==> config.mk <==
export PLATFORM = sky130hd
export DESIGN_NAME = reg_bank_sr
export DESIGN_NICKNAME = d
export VERILOG_FILES = /design/src/rtl/reg_bank_sr.sv
export SDC_FILE = /design/constraint.sdc
export NUM_CORES = 1
export LEC_CHECK = 0
export CAP_MARGIN = 20
export CORE_MARGIN = 10
export CORE_UTILIZATION = 34
export CTS_CLUSTER_SIZE = 20
export DETAILED_ROUTE_END_ITERATION = 10
export GPL_TIMING_DRIVEN = 0
export PLACE_DENSITY = 0.78
export SLEW_MARGIN = 20
export SYNTH_ARGS = -nofsm -noshare
export SYNTH_HDL_FRONTEND = slang
export SYNTH_SLANG_ARGS = --single-unit
export TNS_END_PERCENT = 10
==> constraint.sdc <==
create_clock -name clk -period 2 [get_ports clk]
set_clock_uncertainty 0.1 [all_clocks]
set_input_delay 0.4 -clock clk [delete_from_list [all_inputs] [get_ports clk]]
set_output_delay 0.4 -clock clk [all_outputs]
set_load 0.1 [all_outputs]
==> src/rtl/reg_bank_sr.sv <==
// reg_bank_sr: WIDTH-bit register with parallel load, serial shift, rotate
// and binary count, plus per-bit synchronous set/clear overrides.
// Synchronous active-high reset loads RESET_VALUE.
// Optional macro REG_BANK_SR_DIR_SEL_EN adds a dir input selecting
// right shift / right rotate / count down when dir=1.
module reg_bank_sr #(
  parameter int unsigned          WIDTH       = 8,
  parameter logic [WIDTH-1:0]     RESET_VALUE = '0
) (
  input  logic             clk,
  input  logic             rst,
  input  logic             en,
  input  logic [1:0]       mode,
  input  logic [WIDTH-1:0] d,
  input  logic             ser_in,
  input  logic [WIDTH-1:0] set,
  input  logic [WIDTH-1:0] clr,
`ifdef REG_BANK_SR_DIR_SEL_EN
  input  logic             dir,
`endif
  output logic [WIDTH-1:0] q,
  output logic [WIDTH-1:0] notq,
  output logic             ser_out,
  output logic             tc
);

  localparam logic [1:0] MODE_LOAD   = 2'b00;
  localparam logic [1:0] MODE_SHIFT  = 2'b01;
  localparam logic [1:0] MODE_ROTATE = 2'b10;
  localparam logic [1:0] MODE_COUNT  = 2'b11;

  localparam logic [WIDTH-1:0] ALL_ONES  = {WIDTH{1'b1}};
  localparam logic [WIDTH-1:0] ALL_ZEROS = {WIDTH{1'b0}};

  // Direction select: right/down when 1; tied to left/up when the option is absent.
  logic dir_sel;
`ifdef REG_BANK_SR_DIR_SEL_EN
  assign dir_sel = dir;
`else
  assign dir_sel = 1'b0;
`endif

  logic [WIDTH-1:0] mode_result;
  logic [WIDTH-1:0] op_result;
  logic [WIDTH-1:0] q_next;

  // Result of the selected mode operation applied to the current contents.
  always_comb begin
    mode_result = q;
    unique case (mode)
      MODE_LOAD:   mode_result = d;
      MODE_SHIFT:  mode_result = dir_sel ? {ser_in, q[WIDTH-1:1]}
                                         : {q[WIDTH-2:0], ser_in};
      MODE_ROTATE: mode_result = dir_sel ? {q[0], q[WIDTH-1:1]}
                                         : {q[WIDTH-2:0], q[WIDTH-1]};
      MODE_COUNT:  mode_result = dir_sel ? q - WIDTH'(1)
                                         : q + WIDTH'(1);
      default:     mode_result = q;
    endcase
  end

  // Next state: mode result when enabled, then set, then clear (clear wins).
  always_comb begin
    op_result = en ? mode_result : q;
    q_next    = (op_result | set) & ~clr;
  end

  // State register with synchronous reset overriding everything else.
  always_ff @(posedge clk) begin
    if (rst) begin
      q <= RESET_VALUE;
    end else begin
      q <= q_next;
    end
  end

  // Combinational views of the register contents.
  always_comb begin
    notq    = ~q;
    ser_out = dir_sel ? q[0] : q[WIDTH-1];
    tc      = en && (mode == MODE_COUNT) &&
              (dir_sel ? (q == ALL_ZEROS) : (q == ALL_ONES));
  end

endmodule

==> summary.txt <==
Power and ir drop
  • Power Density: 523 nW/um2
  • Maximum VDD drop: roughly 0.35 mV
  • Total design power: 653 uW
  • Reported leakage power: 0.000453 uW

Placement
  • Placed wire-length estimate after detailed placement: 2.23 mm
  • Count of port buffers added during placement: 44
  • Worst slack, placed: -0.946 ns
  • Placer congestion estimate: 0.824
  • Instance count after placement with tap cells included: approximately 150

Synthesis
  • Flops & latches, synth: 8
  • Cell variety after synth: 34
  • Cell count after synthesis: 83
  • Main area contributors after synthesis: sky130_fd_sc_hd__dfxtp_1, sky130_fd_sc_hd__nor3_1, sky130_fd_sc_hd__a22o_1
  • Net count of the mapped netlist: 114
  • Yosys warns: 0
  • Synthesized area divided by synthesized cell count: 8.41 um2
  • Share of the synthesized area in the top cell type: 22.9%
  • Cell Area, Synth: 698 um2
  • Library cell occupying the most area in the post-synthesis netlist: sky130_fd_sc_hd__dfxtp_1
  • Share of the yosys chip area belonging to registers: between 20% and 30%

CTS
  • TritonCTS clock tree: yes
  • Number of sinks driven by the clock tree: 8
  • Number of buffers created by CTS: 3
  • Clock insertion delay at the later pin of the skew report: roughly 0.26 ns
  • Number of H-tree branching levels: 1
  • Clock root buffer: sky130_fd_sc_hd__clkbuf_4
  • Clock transition at the register clock pins on the worst setup and hold paths after CTS: 0.06 ns
  • Number of buffers on the longest clock path: 2

Timing
  • Setup Viol. Count Final: 1
  • Number of endpoints with negative hold slack in the final report: 0
  • Max Transition Viols Final: 0
  • Remaining max-slew budget at the tightest pin: 35.4%
  • Transition time of the tightest slew-check pin: ~0.97 ns
  • Tcrit/Tclk final: 100%
  • Unrepaired setup endpoints after global routing: yes
  • Post-route minimum period: 2.00 ns
  • Maximum operating frequency: between 400 and 500 MHz
  • Least setup slack across all paths after layout: -0.00228 ns

GRT
  • GR met3 Demand/Resource: between 2 and 2.5%
  • Met1 GRT Util: roughly 15%
  • Number of global-route vias before repair: 838
  • Initial antenna violation count: 0
  • Global-route wire length before repair: 4.38 mm
  • Met2 track demand over resource: about 22%
  • Global routing's busiest layer: met2
  • Global-route total usage across every layer: 12.7%
  • Remaining global-route overflow: 0
  • Maximum number of pins on one net before global-route repair: 11

Die
  • Die Ht: 65.3 um
  • Effective utilization at floorplan: between 30% and 40%
  • Total die area: 4270 um2
  • Count of boundary I/O pins: 48
  • Number of cell rows: 16
  • Floorplan Core Area: 1960 um2
  • Horiz. Die Dim: approximately 65 um

Worst setup path
  • Critical path endpoint category: output pin
  • Worst Setup Start Kind: flop
  • Worst path buffer plus inverter count: 1
  • Category of the most critical setup path: flop to output pin
  • Data required, critical path: 1.50 ns
  • Maximum single-stage delay on the critical path: 0.86 ns
  • Highest-delay cell along the critical path: sky130_fd_sc_hd__dlygate4sd2_1
  • Largest delay share family, worst path: buffers and inverters
  • Cells along the critical path: dlygate4sd2_1
  • Critical-path maximum fanout: 6
  • Arrival time worst endpoint: 1.50 ns

Final layout
  • Final nets: 164
  • Register with the most flip-flops: q
  • Non-filler cells, final: around 160
  • Total inserted antenna cells: 0
  • Fill cell instance count of the final layout: around 170
  • Synth-to-layout area growth: 78.7%
  • Regs by FF count: q x8
  • Flip-flop count of the largest register, all copies and words added: 8
  • Share of final-layout standard cells stronger than drive strength 1: 35.6%

Route
  • Remaining design rule violation count: 0
  • Remaining number of nets flagged by the antenna check after routing: 0
  • TritonRoute pass-1 iters: 4
  • Total via count in the routed design: 860
  • Number of DRC markers after the initial detailed-route iteration: 30
  • Detailed-route wire length per cell: 17.4 um
  • Routed wire length: 2.77 mm
  • Via/cell ratio: 5.41

Run status
  • Violations in the final reports: negative setup slack
  • Status: finished with violations

Flow run
  • Max-cap check violation count: 0

Worst hold path
  • Path type of the worst min-delay path: input port to flop
metal layers:
layer,part of all wire [%],vias to the layer above
met3,8.0,2
met5,0,-
met2,49,41
met1,42,404
li1,-,413
met4,1.2,0
final cells by class:
| cell class | count | area (um2) | share of cell area, % |
|---|---|---|---|
| multi-input cells | 60 | 483 | 38.7 |
| well taps | 27 | 33.8 | 2.71 |
| repair buffers | 45 | 442 | 35.4 |
| plain buffers | 6 | 47.5 | 3.81 |
| inverters | 9 | 37.5 | 3.01 |
| flip-flops and latches | 8 | 178 | 14.2 |
| clock buffers | 4 | 26.3 | 2.11 |
where the power goes:
| group | leakage, uW | switching, uW | internal, uW |
|---|---|---|---|
| clock network | 0.0000150 | 63.4 | 76.8 |
| registers | 0.0000698 | 17.5 | 169 |
| logic | 0.000368 | 215 | 112 |
final timing paths:
kind	slack [ns]	startpoint	cells past startpoint	endpoint
hold / removal	0.41	en	3	q[6]
setup / recovery	-0.002	q[0]	1	q[0]
setup reg to reg	0.44	q[3]	5	q[7]
hold reg to reg	0.46	q[0]	2	q[1]
worst reg2reg max path, stage by stage (launching register included):
cell and delay, ns:
sky130_fd_sc_hd__dfxtp_2 0.33, sky130_fd_sc_hd__buf_2 0.18, sky130_fd_sc_hd__nand2_2 0.10, sky130_fd_sc_hd__nor4_2 0.30, sky130_fd_sc_hd__o21ai_1 0.12, sky130_fd_sc_hd__a2111oi_2 0.34
cell usage after synthesis:
master	n
sky130_fd_sc_hd__o31a_2	1
sky130_fd_sc_hd__nand4_1	1
sky130_fd_sc_hd__and2_1	2
sky130_fd_sc_hd__a211oi_1	3
sky130_fd_sc_hd__nand3_1	5
sky130_fd_sc_hd__buf_2	2
sky130_fd_sc_hd__a22o_1	5
sky130_fd_sc_hd__ha_1	1
sky130_fd_sc_hd__a21oi_1	3
sky130_fd_sc_hd__inv_1	9
sky130_fd_sc_hd__a2111o_1	1
sky130_fd_sc_hd__nand2_2	1
sky130_fd_sc_hd__a211oi_2	1
sky130_fd_sc_hd__a221o_1	1
sky130_fd_sc_hd__nor4_2	1
sky130_fd_sc_hd__buf_4	3
sky130_fd_sc_hd__buf_6	1
sky130_fd_sc_hd__o21ai_1	1
sky130_fd_sc_hd__a2111oi_1	2
sky130_fd_sc_hd__a2111oi_2	2
sky130_fd_sc_hd__nor3_2	1
sky130_fd_sc_hd__mux4_2	1
sky130_fd_sc_hd__xnor2_1	2
sky130_fd_sc_hd__nor2_2	1
sky130_fd_sc_hd__o2111ai_1	1
sky130_fd_sc_hd__xor2_4	1
sky130_fd_sc_hd__nor3_1	9
sky130_fd_sc_hd__nand2_1	5
sky130_fd_sc_hd__o31a_1	1
sky130_fd_sc_hd__o21ai_0	2
sky130_fd_sc_hd__nor2_1	1
sky130_fd_sc_hd__dfxtp_1	8
sky130_fd_sc_hd__a21o_1	1
sky130_fd_sc_hd__nor4_1	3
cell families after synthesis:
logic type / Yosys count / share of synthesized area [%]
AOI/OAI and AO/OA: 25 / 30.8
xor gates and xnor gates: 3 / 6.45
adders and majority gates: 1 / 1.79
buffers and inverters: 15 / 11.1
DFF: 8 / 22.9
muxes: 1 / 3.23
and+or+nand+nor: 30 / 23.7
stage by stage:
step           cell area [um2]  util [%]   TNS, ns  hold slack, ns
2_1_floorplan              734         -     -1.10           0.357
3_3_place_gp              1210      61.6     -1.75           0.429
3_5_place_dp              1210      61.6     -1.85           0.439
4_1_cts                   1240      63.3    -0.229           0.404
5_1_grt                   1250      63.6   -0.0785           0.424
6_report                  1250      63.6  -0.00228           0.409
repair_timing:
action	in CTS	in global routing
setup endpoints to repair	18	5
hold buffers	0	0
pin swaps	0	2
buffers inserted	0	1
resized for setup	47	8
placed cells by master (no fill, tap or decap), drive strengths merged, types with 4 or more instances in the layout:
cell type / n
nor4: 4
nand3: 5
clkbuf: 7
dfxtp: 8
clkdlybuf4s50: 26
clkdlybuf4s15: 11
a2111oi: 4
nand2: 6
nor3: 10
buf: 9
a211oi: 4
inv: 8
a22o: 5
Note: power is estimated with default switching activity, not from simulation.
